`config.mk`:
```
export PLATFORM = sky130hd
export DESIGN_NAME = muldiv_unit
export DESIGN_NICKNAME = d
export VERILOG_FILES = /design/src/rtl/muldiv_pkg.sv /design/src/rtl/muldiv_step.sv /design/src/rtl/muldiv_unit.sv
export SDC_FILE = /design/constraint.sdc
export NUM_CORES = 1
export LEC_CHECK = 0
export ABC_AREA = 0
export CAP_MARGIN = 20
export CORE_MARGIN = 2
export CORE_UTILIZATION = 35
export CTS_BUF_LIST = sky130_fd_sc_hd__clkbuf_2 sky130_fd_sc_hd__clkbuf_4 sky130_fd_sc_hd__clkbuf_8
export DETAILED_ROUTE_END_ITERATION = 16
export PLACE_DENSITY = 0.54
export SLEW_MARGIN = 15
export SYNTH_ARGS = -nofsm -noshare
export SYNTH_HDL_FRONTEND = slang
export SYNTH_SLANG_ARGS = --single-unit
```
`constraint.sdc`:
```
create_clock -name clk -period 11.13 [get_ports clk]
set_input_delay 2.226 -clock clk [delete_from_list [all_inputs] [get_ports clk]]
set_output_delay 2.226 -clock clk [all_outputs]
set_load 0.03 [all_outputs]
```
`src/rtl/muldiv_pkg.sv`:
```
// Shared definitions for the multiply/divide unit: op encodings, FSM states
// and the iteration-counter width helper.
package muldiv_pkg;

  typedef enum logic [2:0] {
    OP_MULT  = 3'd0,
    OP_MULTU = 3'd1,
    OP_DIV   = 3'd2,
    OP_DIVU  = 3'd3,
    OP_MTHI  = 3'd4,
    OP_MTLO  = 3'd5
  } op_e;

  typedef enum logic [1:0] {
    ST_IDLE,
    ST_RUN,
    ST_FIX
  } state_e;

  // Counter must hold the value WIDTH itself.
  function automatic int unsigned cnt_w(input int unsigned width);
    return $clog2(width + 1);
  endfunction

endpackage

```
`src/rtl/muldiv_step.sv`:
```
// One iteration of the mul/div datapath.
// Multiply: conditional add of the multiplicand, then a right shift of
//           {carry, acc}; bit_out is the bit shifted into the low register.
// Divide:   restoring step; {acc, low_bit} is trial-subtracted by the
//           divisor and bit_out is the quotient bit.
module muldiv_step
  import muldiv_pkg::*;
#(
  parameter int unsigned WIDTH = 32
) (
  input  logic [WIDTH-1:0] acc,
  input  logic [WIDTH-1:0] opnd,
  input  logic             low_bit,
  input  logic             is_div,
  output logic [WIDTH-1:0] acc_nxt,
  output logic             bit_out
);

  logic [WIDTH:0] sum;
  logic [WIDTH:0] sh;
  logic           fits;

  always_comb begin
    sum  = {1'b0, acc} + (low_bit ? {1'b0, opnd} : '0);
    sh   = {acc, low_bit};
    fits = (sh >= {1'b0, opnd});
    if (is_div) begin
      acc_nxt = fits ? WIDTH'(sh - {1'b0, opnd}) : sh[WIDTH-1:0];
      bit_out = fits;
    end else begin
      acc_nxt = sum[WIDTH:1];
      bit_out = sum[0];
    end
  end

endmodule

```
`src/rtl/muldiv_unit.sv`:
```
// Iterative MULT/MULTU/DIV/DIVU unit owning the HI/LO registers.
// Optional feature: define MULDIV_FAST_MUL_EN for single-cycle multiplies.
module muldiv_unit
  import muldiv_pkg::*;
#(
  parameter int unsigned WIDTH = 32
) (
  input  logic             clk,
  input  logic             rst,
  input  logic             start,
  input  logic [2:0]       op,
  input  logic [WIDTH-1:0] A,
  input  logic [WIDTH-1:0] B,
  input  logic             flush,
  output logic             busy,
  output logic             done,
  output logic [WIDTH-1:0] hi,
  output logic [WIDTH-1:0] lo
);

  localparam int unsigned CNT_W = cnt_w(WIDTH);

  state_e           state, state_nxt;
  logic [CNT_W-1:0] cnt, cnt_nxt;
  logic [WIDTH-1:0] acc, acc_nxt, low, low_nxt, opnd, opnd_nxt;
  logic [WIDTH-1:0] hi_nxt, lo_nxt;
  logic             is_div, is_div_nxt, neg_q, neg_q_nxt, neg_r, neg_r_nxt;
  logic             done_nxt;

  logic             signed_op, op_div;
  logic [WIDTH-1:0] a_abs, b_abs, step_acc, q_fix, r_fix;
  logic [2*WIDTH-1:0] prod_fix;
  logic             step_low, step_bit;
`ifdef MULDIV_FAST_MUL_EN
  logic [2*WIDTH-1:0] prod;
`endif

  assign busy     = (state != ST_IDLE);
  // Divide shifts the dividend out of the top of low; multiply consumes
  // the multiplier from the bottom.
  assign step_low = is_div ? low[WIDTH-1] : low[0];

  muldiv_step #(.WIDTH(WIDTH)) u_step (
    .acc     (acc),
    .opnd    (opnd),
    .low_bit (step_low),
    .is_div  (is_div),
    .acc_nxt (step_acc),
    .bit_out (step_bit)
  );

  always_comb begin
    state_nxt  = state;
    cnt_nxt    = cnt;
    acc_nxt    = acc;
    low_nxt    = low;
    opnd_nxt   = opnd;
    is_div_nxt = is_div;
    neg_q_nxt  = neg_q;
    neg_r_nxt  = neg_r;
    hi_nxt     = hi;
    lo_nxt     = lo;
    done_nxt   = 1'b0;

    signed_op = (op == OP_MULT) || (op == OP_DIV);
    op_div    = (op == OP_DIV) || (op == OP_DIVU);
    a_abs     = (signed_op && A[WIDTH-1]) ? -A : A;
    b_abs     = (signed_op && B[WIDTH-1]) ? -B : B;
`ifdef MULDIV_FAST_MUL_EN
    prod      = {{WIDTH{1'b0}}, a_abs} * {{WIDTH{1'b0}}, b_abs};
`endif
    prod_fix  = neg_q ? -{acc, low} : {acc, low};
    q_fix     = neg_q ? -low : low;
    r_fix     = neg_r ? -acc : acc;

    case (state)
      ST_IDLE: begin
        if (start && !flush) begin
          case (op)
            OP_MULT, OP_MULTU, OP_DIV, OP_DIVU: begin
              is_div_nxt = op_div;
              // Divide-by-zero keeps an all-ones quotient, so never negate it.
              neg_q_nxt  = signed_op && (A[WIDTH-1] ^ B[WIDTH-1]) &&
                           !(op_div && (B == '0));
              neg_r_nxt  = signed_op && A[WIDTH-1];
              acc_nxt    = '0;
              low_nxt    = op_div ? a_abs : b_abs;
              opnd_nxt   = op_div ? b_abs : a_abs;
              cnt_nxt    = CNT_W'(WIDTH);
              state_nxt  = ST_RUN;
`ifdef MULDIV_FAST_MUL_EN
              if (!op_div) begin
                {acc_nxt, low_nxt} = prod;
                state_nxt          = ST_FIX;
              end
`endif
            end
            OP_MTHI: begin
              hi_nxt   = A;
              done_nxt = 1'b1;
            end
            OP_MTLO: begin
              lo_nxt   = A;
              done_nxt = 1'b1;
            end
            default: ;
          endcase
        end
      end
      ST_RUN: begin
        if (flush) begin
          state_nxt = ST_IDLE;
        end else begin
          acc_nxt = step_acc;
          low_nxt = is_div ? {low[WIDTH-2:0], step_bit} : {step_bit, low[WIDTH-1:1]};
          cnt_nxt = cnt - CNT_W'(1);
          if (cnt == CNT_W'(1)) state_nxt = ST_FIX;
        end
      end
      ST_FIX: begin
        state_nxt = ST_IDLE;
        if (!flush) begin
          done_nxt = 1'b1;
          if (is_div) begin
            hi_nxt = r_fix;
            lo_nxt = q_fix;
          end else begin
            {hi_nxt, lo_nxt} = prod_fix;
          end
        end
      end
      default: state_nxt = ST_IDLE;
    endcase
  end

  always_ff @(posedge clk or posedge rst) begin
    if (rst) begin
      state  <= ST_IDLE;
      cnt    <= '0;
      acc    <= '0;
      low    <= '0;
      opnd   <= '0;
      is_div <= 1'b0;
      neg_q  <= 1'b0;
      neg_r  <= 1'b0;
      hi     <= '0;
      lo     <= '0;
      done   <= 1'b0;
    end else begin
      state  <= state_nxt;
      cnt    <= cnt_nxt;
      acc    <= acc_nxt;
      low    <= low_nxt;
      opnd   <= opnd_nxt;
      is_div <= is_div_nxt;
      neg_q  <= neg_q_nxt;
      neg_r  <= neg_r_nxt;
      hi     <= hi_nxt;
      lo     <= lo_nxt;
      done   <= done_nxt;
    end
  end

endmodule

```
; ---- Word level (Yosys, flattened, before mapping)
; Index checks and enable logic that the tools add are counted.
[word_totals]
regBits = 172
in_bits = 71
output_inout_bits = 66
elab_cells = 103
[op_classes]
addsub = 8
order_cmp = 1
eq_ne = 15
mux = 44
bitwise = 1
n_reduce_logical = 23
[ops]
columns = op, count
row1 = $mux 32, 24
row2 = $pmux 32 s2, 4
row3 = $neg 32->32, 4
row4 = $mux 64, 1
row5 = $neg 64->64, 1
row6 = $add 32x32->33, 1
row7 = $ge 33x32->1, 1
row8 = $logic_not 32->1, 1
row9 = $sub 32x32->32, 1
row10 = $mux 6, 3
row11 = $pmux 6 s2, 1
row12 = $reduce_and 4->1, 3
row13 = $mux 2, 4
row14 = $eq 3x2->1 const B, 2
row15 = $eq 3x3->1 const B, 2
row16 = $eq 6x1->1 const B, 1
row17 = $logic_and 1x1->1, 6
row18 = $ne 2x1->1 const B, 3
row19 = $ne 2x2->1 const B, 3
row20 = $reduce_and 3->1, 2
row21 = $reduce_bool 2->1, 3
row22 = $sub 6x1->6 const B, 1
row23 = $mux 1, 5
row24 = $pmux 2 s2, 1
row25 = other kinds (12), 14

; ---- Longest topological paths before layout
; Gate-level depths: netlist of the first run.
[depth]
word_depth = 8
depth_mapped = 17
mapped_depth_nobuf = 15

; ---- Hierarchy
; From an unflattened synthesis of the first run, not the netlist that was laid out.
[unflattened]
hier_cells = 2013
hier_area_um2 = 15402.3
[by_module_without_submodules]
columns = module, instances, cells_per_inst, area_per_inst_um2, seq_area_each_um2
row1 = muldiv_unit, 1, 1373, 11218.3, 4304.1
row2 = muldiv_step, 1, 640, 4184.0, 0.0

; ---- Worst setup path before layout of the first run
; No wires, ideal clock.
[synth_path]
path_type = input-to-reg
startpoint = input B[1]
endpoint = register low[28]
setup_time_ns = 0.138
t_arrival_ns = 4.572
path_slack_ns = 6.420
stages = 11
cell_sequence = inv_1 -> ha_1 -> or3b_2 -> or4_1 -> clkbuf_1 -> nor4_1 -> and2_1 -> a21oi_1 -> xnor2_1 -> a311oi_1 -> o32ai_1
[synth_between]
elab_chain_len = 6
[synth_rtl]
columns = item, line_no
row1 = start: declaration, muldiv_unit.sv:13  ; input logic [WIDTH-1:0] B,
row2 = $neg 32->32, muldiv_unit.sv:68  ; b_abs = (signed_op && B[WIDTH-1]) ? -B : B;
row3 = $mux 32, muldiv_unit.sv:68
row4 = $mux 32, muldiv_unit.sv:87  ; low_nxt = op_div ? a_abs : b_abs;
row5 = $mux 32, muldiv_unit.sv:79  ; case (op)
row6 = $mux 32, muldiv_unit.sv:78  ; if (start && !flush) begin
row7 = $pmux 32 s2, muldiv_unit.sv:76  ; case (state)
row8 = end signal: assignment, muldiv_unit.sv:153  ; low <= low_nxt;
row9 = end: declaration, muldiv_unit.sv:25  ; logic [WIDTH-1:0] acc, acc_nxt, low, low_nxt, opnd, opnd_nxt;
; No other way between the ends. The select of a mux whose other input is x is not followed.
; A chain may end at the register's enable or synchronous reset.

; ---- Final worst setup path of the first run
[layout_path]
startpoint = input B[0]
endpoint = register low[28]
; Same word-level chain as after synthesis.

==> impl_metrics.csv, run 1 <==
group,metric,value,unit
status,status,"completed",
placed_design,dpl_cell_area,0.0168,mm^2
placed_design,place_ws,5.36,ns
power,p_leak,0.00730,uW
floorplan,die_x,212,um
route,final_antenna_net_count,0,
cts,cts_tree,"yes",
layout,seq_area,0.00431,mm^2
synth,synth_area,0.0151,mm^2
floorplan,rows,76,
sta,final.setup.tns,0,ns
job,drv_cap,0,
layout,fillers,4452,
power,power,4230,uW
route,routed_via_density,5.80,
sta,clock_skew,0.0175,ns
power,p_int,2090,uW
route,drc,0,
placed_design,gp_congestion,0.925,
cts,clock_path_buffers,2,
route,routed_wl,58200,um
synth,async_reset_ff_share,100,%
synth,synth_ff_type,"dfrtp_1",
synth,yosysWarnings,0,
setup_path,cp.required,11.52,ns
sta,whs,0.488,ns
cts,htreeDepth,4,
cts,root_buffer,"clkbuf_8",
floorplan,die_h,212,um
setup_path,worstPathArrival,5.60,ns
synth,synth_edf_count,0,
power,power_frac_comb,59.5,%
sta,report.final.slew_viol_count,0,
route,drt_iter0_drc,1378,
sta,fin_crit,5.21,ns
power,clockPowerShare,12.4,%
hold_path,hp-class,"register to register",
power,p_sw,2140,uW
grt,grt_first_pass_wirelength,87500,um
synth,synth_area_leaders,"dfrtp_1 29%, nor2_1 6.1%, a21oi_1 6.1%, o21ai_0 6.1%, ha_1 5.9%",
route,drtPass1Iterations,6,
cts,postCtsSetupRepairBufs,0,
sta,max_freq,0.192,GHz
grt,overflow,0,
synth,synth_common_cells,"247 x nor2_1, 218 x nand2_1, 185 x a21oi_1, 183 x o21ai_0, 172 x dfrtp_1",
floorplan,ios,137,
layout,multiInputGateArea,0.0101,mm^2
layout,fin_area,0.0172,mm^2
hold_path,hold_path_depth,2,
setup_path,critical_path_class,"input port to register",
cts,insertion_delay,0.52,ns
route,via_count,15000,
power,swShare,50.6,%
power,seq_power_share,28.1,%
grt,grt_usage,26.0,%
layout,fin_nets,2168,
power,ir_worst_vdd,79.0,uV
sta,rsz0062_at_grt,"no",
synth,synth_nets,2124,
synth,yosysMostFrequentCell,"nor2_1",
placed_design,portBuffers,136,
setup_path,timing.rr.end,"low[0]$_DFFE_PP0P_",
setup_path,reg2reg_depth,13,
cts,cts_resized,0,
setup_path,start_kind,"input port",
setup_path,r2r_slack,6.25,ns
cts,clock_sinks,172,
synth,yosysSeqAreaShare,28.5,%
sta,period_share,46.8,%
setup_path,regToRegStartpoint,"is_div$_DFFE_PP0P_",
sta,slew_headroom,23.4,%
power,p_per_area,246,mW/mm^2
synth,synth-seq-cells,172,
cts,cts_buffers,17,
route,avgRoutedWirePerCell,22.5,um
synth,synth.avg_cell_area,7.62,um^2
setup_path,cp_max_fo,6,
synth,yosys.area.top_type,"dfrtp_1",
hold_path,hold_end,"lo[9]$_DFFE_PP0P_",
sta,finalWorstSetupSlack,5.92,ns
cts,hold_buffers,0,
grt,grt_pass1_vias,13700,
hold_path,hp-start,"lo[9]$_DFFE_PP0P_",
setup_path,critPathCaptureType,"register",
layout,antennaDiodeCount,0,
synth,yosysUniqueCellTypes,83,
sta,tightestPinTransition,1.15,ns
floorplan,die-area,0.0448,mm^2
synth,synth_top_area_share,28.5,%
grt,grt_max_degree,69,
sta,finalHoldViolations,0,
cts,path_clk_slew,0.11,ns
floorplan,coreArea,0.0428,mm^2
grt,antenna_found_initial,0,
placed_design,dp_hpwl,44500,um
layout,drive_above_1_share,5.01,%
layout,syn_to_final_growth,14.2,%
sta,setup_viol,0,
synth,synthCells,1980,
floorplan,start_util,35.2,%
==> state kept, by name, summed over array words and instances, names as in the netlist <==
register and count:
done 1, neg_r 1, lo 32, hi 32, cnt 6, state 2, is_div 1, neg_q 1
acc 32, low 32, opnd 32
==> cell usage in the layout, fill, tap and decap left out, types with 36 or more instances in the layout <==
cell             count
o31ai_1             37
clkdlybuf4s50_1    135
dfrtp_1            171
nand2_1            217
a21oi_1            185
xnor2_1            101
a21o_1              40
o21ai_0            183
xor2_1              74
a31oi_1             36
nor2_1             245
nor3_1              41
mux2i_1             40
inv_1               55
ha_1                71
==> critical path, cell delays in order <==
cell and delay [ns]:
clkdlybuf4s50_1 0.50, inv_1 0.09, ha_1 0.16, or3b_2 0.48
or4_1 0.54, nor4_1 0.60, and2_1 0.32, a21oi_1 0.11
xnor2_1 0.18, a311oi_1 0.27, o32ai_1 0.11
==> kinds of logic after synthesis <==
group	share of synthesized area, %
and+or+nand+nor	21.2
AOI/OAI and AO/OA	25.9
buffers and inverters	4.94
xor gates and xnor gates	10.2
DFF	28.5
adders and majority gates	6.16
muxes	3.09
==> through the flow <==
| step | std cells | util (%) |
|---|---|---|
| floorplan | 1980 | - |
| global placement | 2551 | 39.2 |
| detailed placement | 2551 | 39.2 |
| CTS | 2583 | 40.2 |
| global route | 2583 | 40.2 |
| finish | 2583 | 40.2 |
==> power groups by stage <==
stage	clock [uW]	combinational (uW)	sequential, uW
after floorplan	0	1720	1160
after global placement	0	2470	1190
after detailed placement	0	2490	1190
after CTS	535	2500	1180
after global routing	557	2770	1220
final	526	2520	1190
==> worst max-delay path by stage <==
stage | from | to | slack (ns) | depth (start not counted)
2_1_floorplan | rst | acc[0]$_DFFE_PP0P_ | 4.24 | 1
3_3_place_gp | B[0] | low[28]$_DFFE_PP0P_ | 5.39 | 11
3_5_place_dp | B[0] | low[28]$_DFFE_PP0P_ | 5.36 | 11
4_1_cts | B[0] | low[28]$_DFFE_PP0P_ | 5.93 | 11
5_1_grt | B[0] | low[28]$_DFFE_PP0P_ | 5.73 | 11
6_report | B[0] | low[28]$_DFFE_PP0P_ | 5.92 | 11
==> final cells by class <==
type                            instances  share of cell area (%)
Clock buffer                           20                    1.56
Clock inverter                         12                   0.988
Inverter                               56                    1.25
Multi-Input combinational cell       1621                    58.5
Sequential cell                       172                    25.0
Tap cell                              546                    3.97
Timing Repair Buffer                  156                    8.75
==> metal layers <==
metal | vias to the layer above | part of all wire (%) | GRT usage, %
met5 | - | 0 | 0
met4 | 0 | 3.3 | 9.83
met3 | 66 | 6.2 | 2.64
met2 | 564 | 42 | 38.3
met1 | 7201 | 48 | 39.0
li1 | 7142 | - | -
(Power assumes the default switching activity.)
==> inputs of run 2 (changes only) <==
Clock period 11.13 ns to 5.26 ns, I/O delays scaled along.
==> impl_metrics.csv, run 2 (synthesis gave the netlist of run 1 again) <==
group,metric,value,unit
status,status,"completed",
cts,htreeDepth,4,
floorplan,coreArea,0.0428,mm^2
layout,syn_to_final_growth,14.9,%
cts,postCtsSetupRepairBufs,0,
setup_path,worstPathArrival,4.48,ns
floorplan,ios,137,
sta,clock_skew,0.0241,ns
grt,antenna_found_initial,1,
placed_design,dpl_cell_area,0.0169,mm^2
floorplan,die_x,212,um
route,routed_wl,58300,um
layout,fin_area,0.0173,mm^2
cts,clock_sinks,172,
grt,overflow,0,
sta,max_freq,0.245,GHz
route,final_antenna_net_count,0,
placed_design,portBuffers,136,
sta,setup_viol,0,
floorplan,die-area,0.0448,mm^2
route,drc,0,
cts,hold_buffers,0,
route,via_count,15100,
cts,cts_resized,0,
layout,fin_nets,2181,
route,drtPass1Iterations,5,
layout,utilization,40.5,%
hold_path,hp-class,"register to register",
cts,cts_buffers,17,
floorplan,die_h,212,um
setup_path,cp.required,5.67,ns
grt,grt_first_pass_wirelength,87400,um
sta,slew_headroom,30.7,%
setup_path,start_kind,"register",
power,p_leak,0.00735,uW
cts,clock_path_buffers,2,
grt,grt_max_degree,67,
setup_path,cp_max_fo,17,
sta,tightestPinTransition,1.04,ns
sta,rsz0062_at_grt,"no",
sta,whs,0.486,ns
cts,root_buffer,"clkbuf_8",
floorplan,start_util,35.2,%
sta,final.setup.tns,0,ns
grt,grt_usage,25.9,%
layout,final_common_cell,"nor2_1",
sta,period_share,77.5,%
placed_design,dp.cells,2563,
sta,fin_crit,4.07,ns
route,avgRoutedWirePerCell,22.4,um
cts,path_clk_slew,0.11,ns
placed_design,dp_hpwl,45200,um
sta,report.final.slew_viol_count,0,
cts,insertion_delay,0.52,ns
power,p_per_area,519,mW/mm^2
layout,final_cells,2597,
cts,cts_tree,"yes",
sta,finalHoldViolations,0,
layout,final_cell_mix,"245 x nor2_1, 217 x nand2_1, 185 x a21oi_1",
layout,drive_above_1_share,5.61,%
grt,grt_pass1_vias,14000,
power,ir_worst_vdd,202,uV
setup_path,critical_path_class,"register to register",
placed_design,gp_congestion,0.931,
floorplan,rows,76,
route,routed_via_density,5.83,
job,drv_cap,0,
route,drt_iter0_drc,1531,
setup_path,critPathCaptureType,"register",
-- run 2: changes by cell type in the layout (fill, tap and decap cells not counted) --
cell        delta
clkinvlp_4     +2
diode_2        +1
clkinv_4       +2
inv_6          -3
buf_4         +11
buf_12         +1
buf_8          +1
clkinv_2       +1
clkbuf_4       -1
clkbuf_8       -1
-- run 2: worst paths after layout --
path	startpoint	endpoint	depth (start not counted)	slack (ns)
setup / recovery	low[0]$_DFFE_PP0P_	acc[30]$_DFFE_PP0P_	15	1.19
setup reg to reg	low[0]$_DFFE_PP0P_	acc[30]$_DFFE_PP0P_	15	1.19
min in group asynchronous	rst	acc[1]$_DFFE_PP0P_	2	0.95
hold / removal	lo[12]$_DFFE_PP0P_	lo[12]$_DFFE_PP0P_	2	0.49
max in group asynchronous	rst	low[17]$_DFFE_PP0P_	3	3.35
hold reg to reg	lo[12]$_DFFE_PP0P_	lo[12]$_DFFE_PP0P_	2	0.49
-- run 2: metrics by stage --
step / total power, uW / worst slack, ns
floorplan: 6100 / 1.35
global placement: 7790 / 0.862
detailed placement: 7830 / 0.822
CTS: 8950 / 1.25
global route: 9650 / 0.878
finish: 9000 / 1.19
-- run 2: critical path, stage by stage, from the launching register on --
cell and delay, ns:
dfrtp_1 0.52, mux2i_2 0.23, buf_4 0.28, inv_1 0.09, nand2_1 0.11, inv_1 0.05, ha_1 0.29, a211oi_1 0.41
nor3_1 0.19, o2111ai_1 0.37, a31oi_1 0.26, a221oi_1 0.52, o21ai_1 0.17, xnor2_1 0.17, nand2b_1 0.07, a32o_1 0.24
-- run 2: area by class of cell --
| type | instances | area [um^2] |
|---|---|---|
| repair buffers | 169 | 1620 |
| multi-input cells | 1621 | 10100 |
| well taps | 546 | 683 |
| clock inverters | 14 | 183 |
| flip-flops and latches | 172 | 4310 |
| inverters | 56 | 214 |
| fillers | 4519 | 25500 |
| clock buffers | 18 | 248 |
| diodes | 1 | 2.50 |
-- run 2: where the power goes --
group / switching [uW] / internal [uW] / total (uW)
Combinational: 3240 / 2200 / 5450
Clock: 595 / 493 / 1090
Sequential: 719 / 1740 / 2460
Total: 4560 / 4440 / 9000
-- run 2: layer usage --
metal / track usage [%] / routed length (um)
met2: 38.4 / 24700
met4: 8.84 / 1830
met1: 38.5 / 27200
met5: 0 / 13
met3: 3.17 / 4540
